--- config.mk ---
export PLATFORM = sky130hd
export DESIGN_NAME = pc_sequencer
export DESIGN_NICKNAME = d
export VERILOG_FILES = /design/src/rtl/pc_sequencer.sv
export SDC_FILE = /design/constraint.sdc
export NUM_CORES = 1
export LEC_CHECK = 0
export CORE_AREA = 2 2 119 121
export CTS_BUF_LIST = sky130_fd_sc_hd__clkbuf_16
export DETAILED_ROUTE_END_ITERATION = 8
export DIE_AREA = 0 0 121 123
export PLACE_DENSITY = 0.79
export SLEW_MARGIN = 5
export SYNTH_ARGS = -nofsm -noshare
export SYNTH_HDL_FRONTEND = slang
export SYNTH_SLANG_ARGS = --single-unit
--- constraint.sdc ---
create_clock -name clk -period 2.3 [get_ports clk]
set_input_delay 0.46 -clock clk [delete_from_list [all_inputs] [get_ports clk]]
set_output_delay 0.46 -clock clk [all_outputs]
set_load 0.03 [all_outputs]
--- src/rtl/pc_sequencer.sv ---
// Fetch/issue sequencer driving PC select, imem handshake and the instruction register.
// Latency: one IDLE cycle, then >=1 FETCH cycle per instruction plus one ISSUE cycle; stall freezes ISSUE.
module pc_sequencer #(
   parameter logic [31:0] IRQ_VECTOR  = 32'h00060100,
   parameter int unsigned MEM_TIMEOUT = 16
) (
   input  logic        clk,
   input  logic        rst,
   input  logic [31:0] pc_cur,
   output logic [1:0]  ps,
   output logic [31:0] pc_in,
   output logic        imem_req,
   input  logic        imem_ack,
   input  logic [31:0] imem_rdata,
   output logic        ir_valid,
   output logic [31:0] ir_data,
   output logic [31:0] ir_pc,
   input  logic        stall,
   input  logic        jmp_take,
   input  logic [31:0] jmp_target,
   input  logic        br_take,
   input  logic [31:0] br_off,
   input  logic        eret,
   input  logic        irq,
   output logic        irq_ack,
   output logic [31:0] epc,
   input  logic        halt_req,
   input  logic        resume,
   output logic        halted,
   output logic        fetch_err
);

   typedef enum logic [1:0] {S_IDLE, S_FETCH, S_ISSUE, S_HALT} state_t;

   localparam logic [7:0] TMO_LAST = 8'(MEM_TIMEOUT - 1);

   state_t     state, state_nxt;
   logic [7:0] tcnt;
   logic       isr_active;
   logic       capture, timeout, retire, take_irq, take_eret;

   assign imem_req = (state == S_FETCH);
   assign halted   = (state == S_HALT);

   always_comb begin
      state_nxt = state;
      ps        = 2'b00;
      pc_in     = '0;
      capture   = 1'b0;
      timeout   = 1'b0;
      retire    = 1'b0;
      take_irq  = 1'b0;
      take_eret = 1'b0;
      case (state)
         S_IDLE: state_nxt = S_FETCH;
         S_FETCH: begin
            if (imem_ack) begin
               capture   = 1'b1;
               state_nxt = S_ISSUE;
            end else if (tcnt == TMO_LAST) begin
               timeout   = 1'b1;
               state_nxt = S_HALT;
            end
         end
         S_ISSUE: begin
            // The only state allowed to move the PC, and only when downstream accepts.
            if (!stall) begin
               retire    = 1'b1;
               state_nxt = S_FETCH;
               if (irq && !isr_active) begin
                  take_irq = 1'b1;
                  ps       = 2'b10;
                  pc_in    = IRQ_VECTOR;
               end else if (eret) begin
                  take_eret = 1'b1;
                  ps        = 2'b10;
                  pc_in     = epc;
               end else if (jmp_take) begin
                  ps    = 2'b10;
                  pc_in = jmp_target;
               end else if (br_take) begin
                  ps    = 2'b11;
                  pc_in = br_off;
               end else begin
                  ps = 2'b01;
                  if (halt_req) state_nxt = S_HALT;
               end
            end
         end
         S_HALT: if (resume) state_nxt = S_FETCH;
         default: state_nxt = S_IDLE;
      endcase
   end

   always_ff @(posedge clk) begin
      if (rst) begin
         state      <= S_IDLE;
         tcnt       <= '0;
         isr_active <= 1'b0;
         ir_valid   <= 1'b0;
         ir_data    <= '0;
         ir_pc      <= '0;
         epc        <= '0;
         irq_ack    <= 1'b0;
         fetch_err  <= 1'b0;
      end else begin
         state   <= state_nxt;
         irq_ack <= take_irq;
         if (state == S_FETCH) tcnt <= (capture || timeout) ? 8'd0 : tcnt + 8'd1;
         if (capture) begin
            ir_data  <= imem_rdata;
            ir_pc    <= pc_cur;
            ir_valid <= 1'b1;
         end
         if (retire) ir_valid <= 1'b0;
         if (timeout) fetch_err <= 1'b1;
         else if (state == S_HALT && resume) fetch_err <= 1'b0;
         if (take_irq) begin
            epc        <= pc_cur + 32'd4;
            isr_active <= 1'b1;
         end else if (take_eret) begin
            isr_active <= 1'b0;
         end
      end
   end

endmodule

-- Yosys cells after proc, flatten, opt, wreduce, memory -nomap -nowiden
Index checks and enable logic that the tools add are counted.
- register bits after elaboration: 110
- latch bits: 0
- bits in writable memories: 0
- ROM bits: 0
- output and inout bits: 135
- logic and storage cells: 68
- memories: 0
- $add $sub $neg: 2
- $mul: 0
- div/mod/pow operators: 0
- magnitude comparators: 0
- eq/ne operators: 7
- shifts and indexed selects: 0
- mux-type cells: 41
- bitwise operators: 0
- reductions and logical operators: 9
- operator list (kind ; number):
    32-bit two-way mux ; 6
    32-bit by 3-bit adder with 32-bit output, second input constant ; 1
    2-bit two-way mux ; 15
    1-bit two-way mux ; 18
    8-bit by 1-bit adder with 8-bit output, second input constant ; 1
    8-bit by 4-bit == test with 1-bit output, second input constant ; 1
    8-bit two-way mux ; 1
    2-bit case mux with 4 select lines ; 1
    2-bit == test, second input constant ; 2
    2-bit != test, second input constant ; 2
    2-bit nonzero test ; 2
    3-bit by 1-bit != test with 1-bit output, second input constant ; 1
    3-bit AND reduction ; 1
    2-bit by 1-bit == test with 1-bit output, second input constant ; 1
    1-bit logical AND ; 2
    2-bit zero test ; 1
    2-bit OR reduction ; 1
    1-bit zero test ; 1
    1-bit logical OR ; 1

-- Logic depth before layout (Yosys ltp)
Gate-level depths: netlist of the first run.
- depth after elaboration: 7
- mapped depth: 8
- mapped depth without buffers: 7

-- Least setup slack after synthesis of the first run
Ideal clock, no wire load.
- kind: input -> output
- from: input port jmp_take
- to: output port pc_in[17]
- data arrival time: 1866 ps
- path slack: -26 ps
- cell stages on the path: 7
- path buffers: 2
- path through: clkbuf_1 nor2b_1 clkbuf_1 a22oi_1 nor2_1 a21oi_1 a21oi_1
- cells in the longest elaborated chain, start to end: 5
- ends and longest elaborated chain (item ; RTL line ; text):
    from (decl) ; 19 ; input logic jmp_take,
    32-bit two-way mux ; 78 ; end else if (jmp_take) begin
    32-bit two-way mux ; 74 ; end else if (eret) begin
    32-bit two-way mux ; 70 ; if (irq && !isr_active) begin
    32-bit two-way mux ; 67 ; if (!stall) begin
    32-bit two-way mux ; 54 ; case (state)
    to (decl) ; 11 ; output logic [31:0] pc_in,
No other way between the ends.

-- Worst setup path in the final report of the first run
- from: input port irq
- to: output port ps[0]
- cells in the longest elaborated chain, start to end: 4
- ends and longest elaborated chain (item ; RTL line ; text):
    from (decl) ; 24 ; input logic irq,
    1-bit logical AND ; 70 ;
    2-bit two-way mux ; 70 ;
    2-bit two-way mux ; 67 ;
    2-bit two-way mux ; 54 ;
    to (decl) ; 10 ; output logic [1:0] ps,
No other way between the ends.

==> flow_metrics.env, run 1 <==
export IMPL_status="completed"
export IMPL_grt_pass1_wl_mm=27.8
export IMPL_core_area_um2=13600
export IMPL_hold_violations=0
export IMPL_final_common_cell="clkdlybuf4s50_1"
export IMPL_worst_pin_slew_ns=0.523
export IMPL_die_width_um=121
export IMPL_synth_xor_area_share=0.0462
export IMPL_drt_wl_total_mm=18.7
export IMPL_h_tree_depth=3
export IMPL_dieArea_um2=14900
export IMPL_grt_max_degree=111
export IMPL_placed_area_um2=8450
export IMPL_drive_gt1_frac=0.134
export IMPL_finalCritPeriodShare=0.969
export IMPL_max_vdd_ir_drop_mv=0.392
export IMPL_fmaxAchievable_mhz=449
export IMPL_dr_first_iter_drc_count=269
export IMPL_worstPathRequired_ns=1.84
export IMPL_synth_cell_types=42
export IMPL_regArea_um2=2200
export IMPL_clock_sinks=110
export IMPL_area_growth_pct=65.2
export IMPL_setup_slack_ns=0.0719
export IMPL_synth_top_family_by_area="simple AND/OR/NAND/NOR gates"
export IMPL_clock_skew_ns=0.0104
export IMPL_fillers=1194
export IMPL_die_h_um=123
export IMPL_cts_buffer_depth=2
export IMPL_synth_seq_cells=110
export IMPL_min_period_ns=2.23
export IMPL_vias=5955
export IMPL_p_per_area_nw_per_um2=620
export IMPL_critical_path_class="primary input to output pin"
export IMPL_diodes=0
export IMPL_track_usage=0.236
export IMPL_synthMuxAreaShare=0.00188
export IMPL_cp_slowest_cell="clkdlybuf4s50_1"
export IMPL_grt_pass1_vias=5382
export IMPL_dpl_worst_slack_ns=-0.333
export IMPL_cp_top_family="buffers and inverters"
export IMPL_drc_errors=0
export IMPL_finalPower_uw=5440
export IMPL_gp_congestion=0.855
export IMPL_grt_antenna_before_repair=0
export IMPL_setup_viol=0
export IMPL_wl_per_cell_um=15.9
export IMPL_synth_simple_gate_area_frac=0.268
export IMPL_antenna_left=0
export IMPL_num_rows=43
export IMPL_syn_inst=709
export IMPL_cp_end_kind="output pin"
export IMPL_cap_violations=0
export IMPL_initial_utilization=0.390
export IMPL_rsz0062_at_grt="yes"
export IMPL_root_buffer="clkbuf_16"
export IMPL_cp_data_arrival_time_ns=1.77
export IMPL_relSlewSlack=0.651
export IMPL_insertion_delay_ns=0.35
export IMPL_overflow=0
export IMPL_worst_path_max_fanout=30
export IMPL_dr_pass1_iters=4
export IMPL_synth_seq_area_share=0.415
export IMPL_drv_slew=0
export IMPL_crit_buf_inv=4
export IMPL_critPathMaxStageDelay_ns=0.41
export IMPL_path_cells="clkdlybuf4s50_1, nand2b_1, buf_6, nand2_1, buf_12, nor3_1, buf_4"
export IMPL_yosysWarningCount=0
export IMPL_synth_nets=852
export IMPL_crit_path_start_kind="primary input"
export IMPL_synth_compound_area_share=0.213
export IMPL_cts_tree="yes"
export IMPL_hold_class="flop to flop"
export IMPL_cts_clk_slew_worst_paths_ns=0.07
export IMPL_tns_ns=0
export IMPL_fin_area_um2=8780
export IMPL_ios=273
export IMPL_synthAdderAreaFrac=0.0118
export IMPL_hpwl_mm=13.7
export IMPL_viasPerCell=5.07
export IMPL_netlist_area_um2=5310
export IMPL_multi_input_area_um2=2910
export IMPL_avgSynthCellArea_um2=7.49
export IMPL_nets=1132
export IMPL_final_cell_mix="clkdlybuf4s50_1 (233), nand2_1 (150), dfxtp_1 (109)"
export IMPL_cts_made_buffers=9
export IMPL_postCtsHoldBufs=0
export IMPL_p_leak_uw=0.00314
export IMPL_portBuffers=272
report_power, final:
group | switching, µW | internal (µW)
Sequential | 102 | 2070
Combinational | 994 | 804
Clock | 727 | 740
final cells by class:
type | count | area share
clock buffers | 9 | 0.0257
multi-input cells | 538 | 0.332
well taps | 180 | 0.0257
clock inverters | 7 | 0.00542
repair buffers | 325 | 0.358
flip-flops and latches | 110 | 0.251
inverters | 5 | 0.00214
registers in the layout, indices dropped and copies added, names as in the netlist:
name	cells
ir_pc	32
state	2
irq_ack	1
isr_active	1
fetch_err	1
ir_data	32
tcnt	8
ir_valid	1
epc	32
worst min-delay path: cells and delay by family, from the launching register on:
family	cells	cell delay, ns
AO/OA/AOI/OAI	1	0.05
flip-flops	1	0.31
AND/OR/NAND/NOR	1	0.05
path summary, 6_finish.rpt:
check,start,end,cells after the start,slack [ns]
worst max-delay path,irq,ps[0],7,0.07
worst min-delay path,ir_data[1]$_SDFFE_PP0P_,ir_data[1]$_SDFFE_PP0P_,2,0.45
worst max register to register,tcnt[0]$_SDFFE_PP0P_,state[1]$_SDFFE_PP0P_,6,0.46
worst min register to register,ir_data[1]$_SDFFE_PP0P_,ir_data[1]$_SDFFE_PP0P_,2,0.45
per-stage QoR:
step | hold WS [ns] | utilization | std cells
4_1_cts | 0.455 | 0.643 | 1172
3_3_place_gp | 0.441 | 0.621 | 1155
6_report | 0.453 | 0.645 | 1174
2_1_floorplan | 0.444 | - | 709
3_5_place_dp | 0.446 | 0.621 | 1155
5_1_grt | 0.475 | 0.645 | 1174
routing by layer:
metal  vias to the layer above  GRT usage  part of all wire  wire [µm]
met5                         -          0                 0          0
li1                       2990          -                 -          -
met1                      2697      0.300              0.44       8150
met4                         0     0.0756             0.023        427
met2                       242      0.386              0.46       8570
met3                        26     0.0683             0.082       1540
logic make-up after synthesis:
logic type / after synthesis
and+or+nand+nor: 320
AOI/OAI and AO/OA: 184
DFF: 110
buffers and inverters: 61
xor gates and xnor gates: 28
adders and majority gates: 5
muxes: 1
repair_timing:
item	CTS	global route
buffers inserted	0	1
setup endpoints to repair	33	32
endpoints found under the hold margin	0	0
resized for setup	8	10
pin swaps	0	2
cloned	1	1
cells in the mapped netlist:
library cell | number | area share
o31ai_1 | 1 | 0.0014
xnor2_1 | 20 | 0.033
or2_2 | 1 | 0.0012
dfxtp_1 | 110 | 0.41
ha_1 | 5 | 0.012
nor3_2 | 2 | 0.0038
o311a_1 | 1 | 0.0019
a311oi_1 | 2 | 0.0033
nor3_1 | 12 | 0.011
nand2b_1 | 3 | 0.0035
or2_1 | 1 | 0.0012
and4_2 | 1 | 0.0019
nor4_4 | 1 | 0.0040
nor2b_1 | 2 | 0.0024
clkbuf_1 | 41 | 0.029
nand2_1 | 151 | 0.11
nor2_1 | 105 | 0.074
inv_1 | 5 | 0.0035
a21oi_2 | 1 | 0.0016
xor2_1 | 8 | 0.013
nand4_4 | 1 | 0.0040
a21oi_1 | 110 | 0.10
or3_1 | 1 | 0.0012
nor4_2 | 5 | 0.012
a221o_1 | 1 | 0.0019
a211oi_2 | 4 | 0.0094
and2_1 | 2 | 0.0024
and3_1 | 7 | 0.0082
a211oi_1 | 24 | 0.034
a41oi_1 | 3 | 0.0049
and4_1 | 2 | 0.0033
nand3_1 | 12 | 0.011
and4_4 | 1 | 0.0021
nand2_2 | 2 | 0.0024
nand4_1 | 5 | 0.0059
nor4b_2 | 1 | 0.0028
o21ai_0 | 2 | 0.0019
buf_2 | 4 | 0.0038
a22oi_1 | 35 | 0.049
nand3b_1 | 2 | 0.0028
buf_1 | 11 | 0.0078
mux2i_1 | 1 | 0.0019
Note: power is estimated with default switching activity, not from simulation.
==> run 2, diff against run 1 <==
--- a/config.mk
+++ b/config.mk
@@ -9,6 +9,7 @@
 export CTS_BUF_LIST = sky130_fd_sc_hd__clkbuf_16
 export DETAILED_ROUTE_END_ITERATION = 8
 export DIE_AREA = 0 0 121 123
+export MAX_ROUTING_LAYER = met4
 export PLACE_DENSITY = 0.79
 export SLEW_MARGIN = 5
 export SYNTH_ARGS = -nofsm -noshare
==> flow_metrics.env, run 2 (same netlist as run 1, synthesis figures left out) <==
export IMPL_grt_pass1_vias=5388
export IMPL_setup_viol=0
export IMPL_crit_path_start_kind="primary input"
export IMPL_reg_top3="epc x32, ir_data x32, ir_pc x32"
export IMPL_overflow=0
export IMPL_nets=1132
export IMPL_p_per_area_nw_per_um2=620
export IMPL_gp_congestion=0.869
export IMPL_cp_slowest_cell="clkdlybuf4s50_1"
export IMPL_relSlewSlack=0.660
export IMPL_cp_end_kind="output pin"
export IMPL_critical_path_class="primary input to output pin"
export IMPL_p_leak_uw=0.00314
export IMPL_hpwl_mm=13.7
export IMPL_worst_path_max_fanout=30
export IMPL_final_cell_mix="clkdlybuf4s50_1 (233), nand2_1 (150), dfxtp_1 (109)"
export IMPL_die_width_um=121
export IMPL_initial_utilization=0.390
export IMPL_root_buffer="clkbuf_16"
export IMPL_cts_tree="yes"
export IMPL_clock_skew_ns=0.0108
export IMPL_setup_slack_ns=0.0730
export IMPL_dpl_worst_slack_ns=-0.333
export IMPL_power_internal_uw=3620
export IMPL_dp_cells=1155
export IMPL_p_clk_frac=0.269
export IMPL_portBuffers=272
export IMPL_worstPathRequired_ns=1.84
export IMPL_hold_violations=0
export IMPL_dr_pass1_iters=5
export IMPL_combPwrFrac=0.331
export IMPL_diodes=0
export IMPL_max_vdd_ir_drop_mv=0.391
export IMPL_rsz0062_at_grt="yes"
export IMPL_antenna_left=0
export IMPL_ios=273
export IMPL_h_tree_depth=3
export IMPL_viasPerCell=5.04
export IMPL_insertion_delay_ns=0.35
export IMPL_finalCritPeriodShare=0.968
export IMPL_drive_gt1_frac=0.134
export IMPL_hold_class="flop to flop"
export IMPL_die_h_um=123
export IMPL_critPathMaxStageDelay_ns=0.41
export IMPL_path_cells="clkdlybuf4s50_1, nand2b_1, buf_6, nand2_1, buf_12, nor3_1, buf_4"
export IMPL_vias=5921
export IMPL_area_growth_pct=65.2
export IMPL_status="completed"
export IMPL_track_usage=0.243
export IMPL_worst_pin_slew_ns=0.510
export IMPL_drv_slew=0
export IMPL_fillers=1194
export IMPL_num_rows=43
export IMPL_cts_made_buffers=9
export IMPL_power_frac_seq=0.400
export IMPL_cts_clk_slew_worst_paths_ns=0.07
export IMPL_drt_wl_total_mm=18.7
export IMPL_grt_antenna_before_repair=0
export IMPL_cap_violations=0
export IMPL_switching_share=0.335
export IMPL_drc_errors=0
export IMPL_cts_buffer_depth=2
export IMPL_clock_sinks=110
export IMPL_core_area_um2=13600
export IMPL_p_sw_uw=1820
export IMPL_wl_per_cell_um=16.0
export IMPL_dieArea_um2=14900
export IMPL_min_period_ns=2.23
export IMPL_tns_ns=0
export IMPL_fmaxAchievable_mhz=449
export IMPL_cp_data_arrival_time_ns=1.77
export IMPL_grt_max_degree=111
export IMPL_final_common_cell="clkdlybuf4s50_1"
export IMPL_dr_first_iter_drc_count=274
export IMPL_grt_pass1_wl_mm=27.8
export IMPL_utilization=0.645
export IMPL_finalNonFillerCells=1174
run 2: cell counts in the layout (fill, tap and decap cells not counted):
Identical to the previous run, type by type.
run 2: power groups by stage:
stage	sequential, µW	clock, µW	combinational, µW
finish	2180	1470	1800
detailed placement	2220	0	1800
CTS	2180	1500	1800
global placement	2210	0	1780
floorplan	2510	0	639
global route	2200	1590	1940
run 2: final timing paths:
| check | startpoint | end | slack, ns | depth (start not counted) |
|---|---|---|---|---|
| min | ir_pc[27]$_SDFFE_PP0P_ | ir_pc[27]$_SDFFE_PP0P_ | 0.45 | 2 |
| min reg2reg | ir_pc[27]$_SDFFE_PP0P_ | ir_pc[27]$_SDFFE_PP0P_ | 0.45 | 2 |
| max reg2reg | tcnt[0]$_SDFFE_PP0P_ | state[1]$_SDFFE_PP0P_ | 0.47 | 6 |
| max | irq | ps[0] | 0.07 | 7 |
run 2: final cells by class:
| cell class | count | area [µm²] | share of cell area |
|---|---|---|---|
| clock inverter | 7 | 47.5 | 0.00542 |
| inverter | 5 | 18.8 | 0.00214 |
| timing repair buffer | 325 | 3140 | 0.358 |
| multi-input combinational | 538 | 2910 | 0.332 |
| tap | 180 | 225 | 0.0257 |
| clock buffer | 9 | 225 | 0.0257 |
| sequential | 110 | 2200 | 0.251 |
run 2: metrics by stage:
step,power (µW),hold WS [ns],area [µm²]
after floorplan,3150,0.444,5320
after global placement,3990,0.441,8450
after detailed placement,4020,0.446,8450
after CTS,5480,0.455,8750
after global routing,5720,0.475,8780
final,5440,0.454,8780
run 2: timing repair:
item,4_1_cts,5_1_grt
resized for setup,8,10
setup buffers,0,1
endpoints found under the setup margin,33,32
gates cloned,1,1
hold buffers,0,0
pin swaps,0,2
run 2: critical path: cells and delay by family:
family	cells	cell delay, ns
buffers and inverters	4	0.93
AND/OR/NAND/NOR	3	0.36
run 2: routing by layer:
| layer | global-route usage | wire length (µm) | vias up |
|---|---|---|---|
| li1 | - | - | 2992 |
| met1 | 0.306 | 8290 | 2696 |
| met2 | 0.386 | 8650 | 209 |
| met3 | 0.0609 | 1370 | 24 |
| met4 | 0.0741 | 416 | 0 |
| met5 | - | 0 | - |
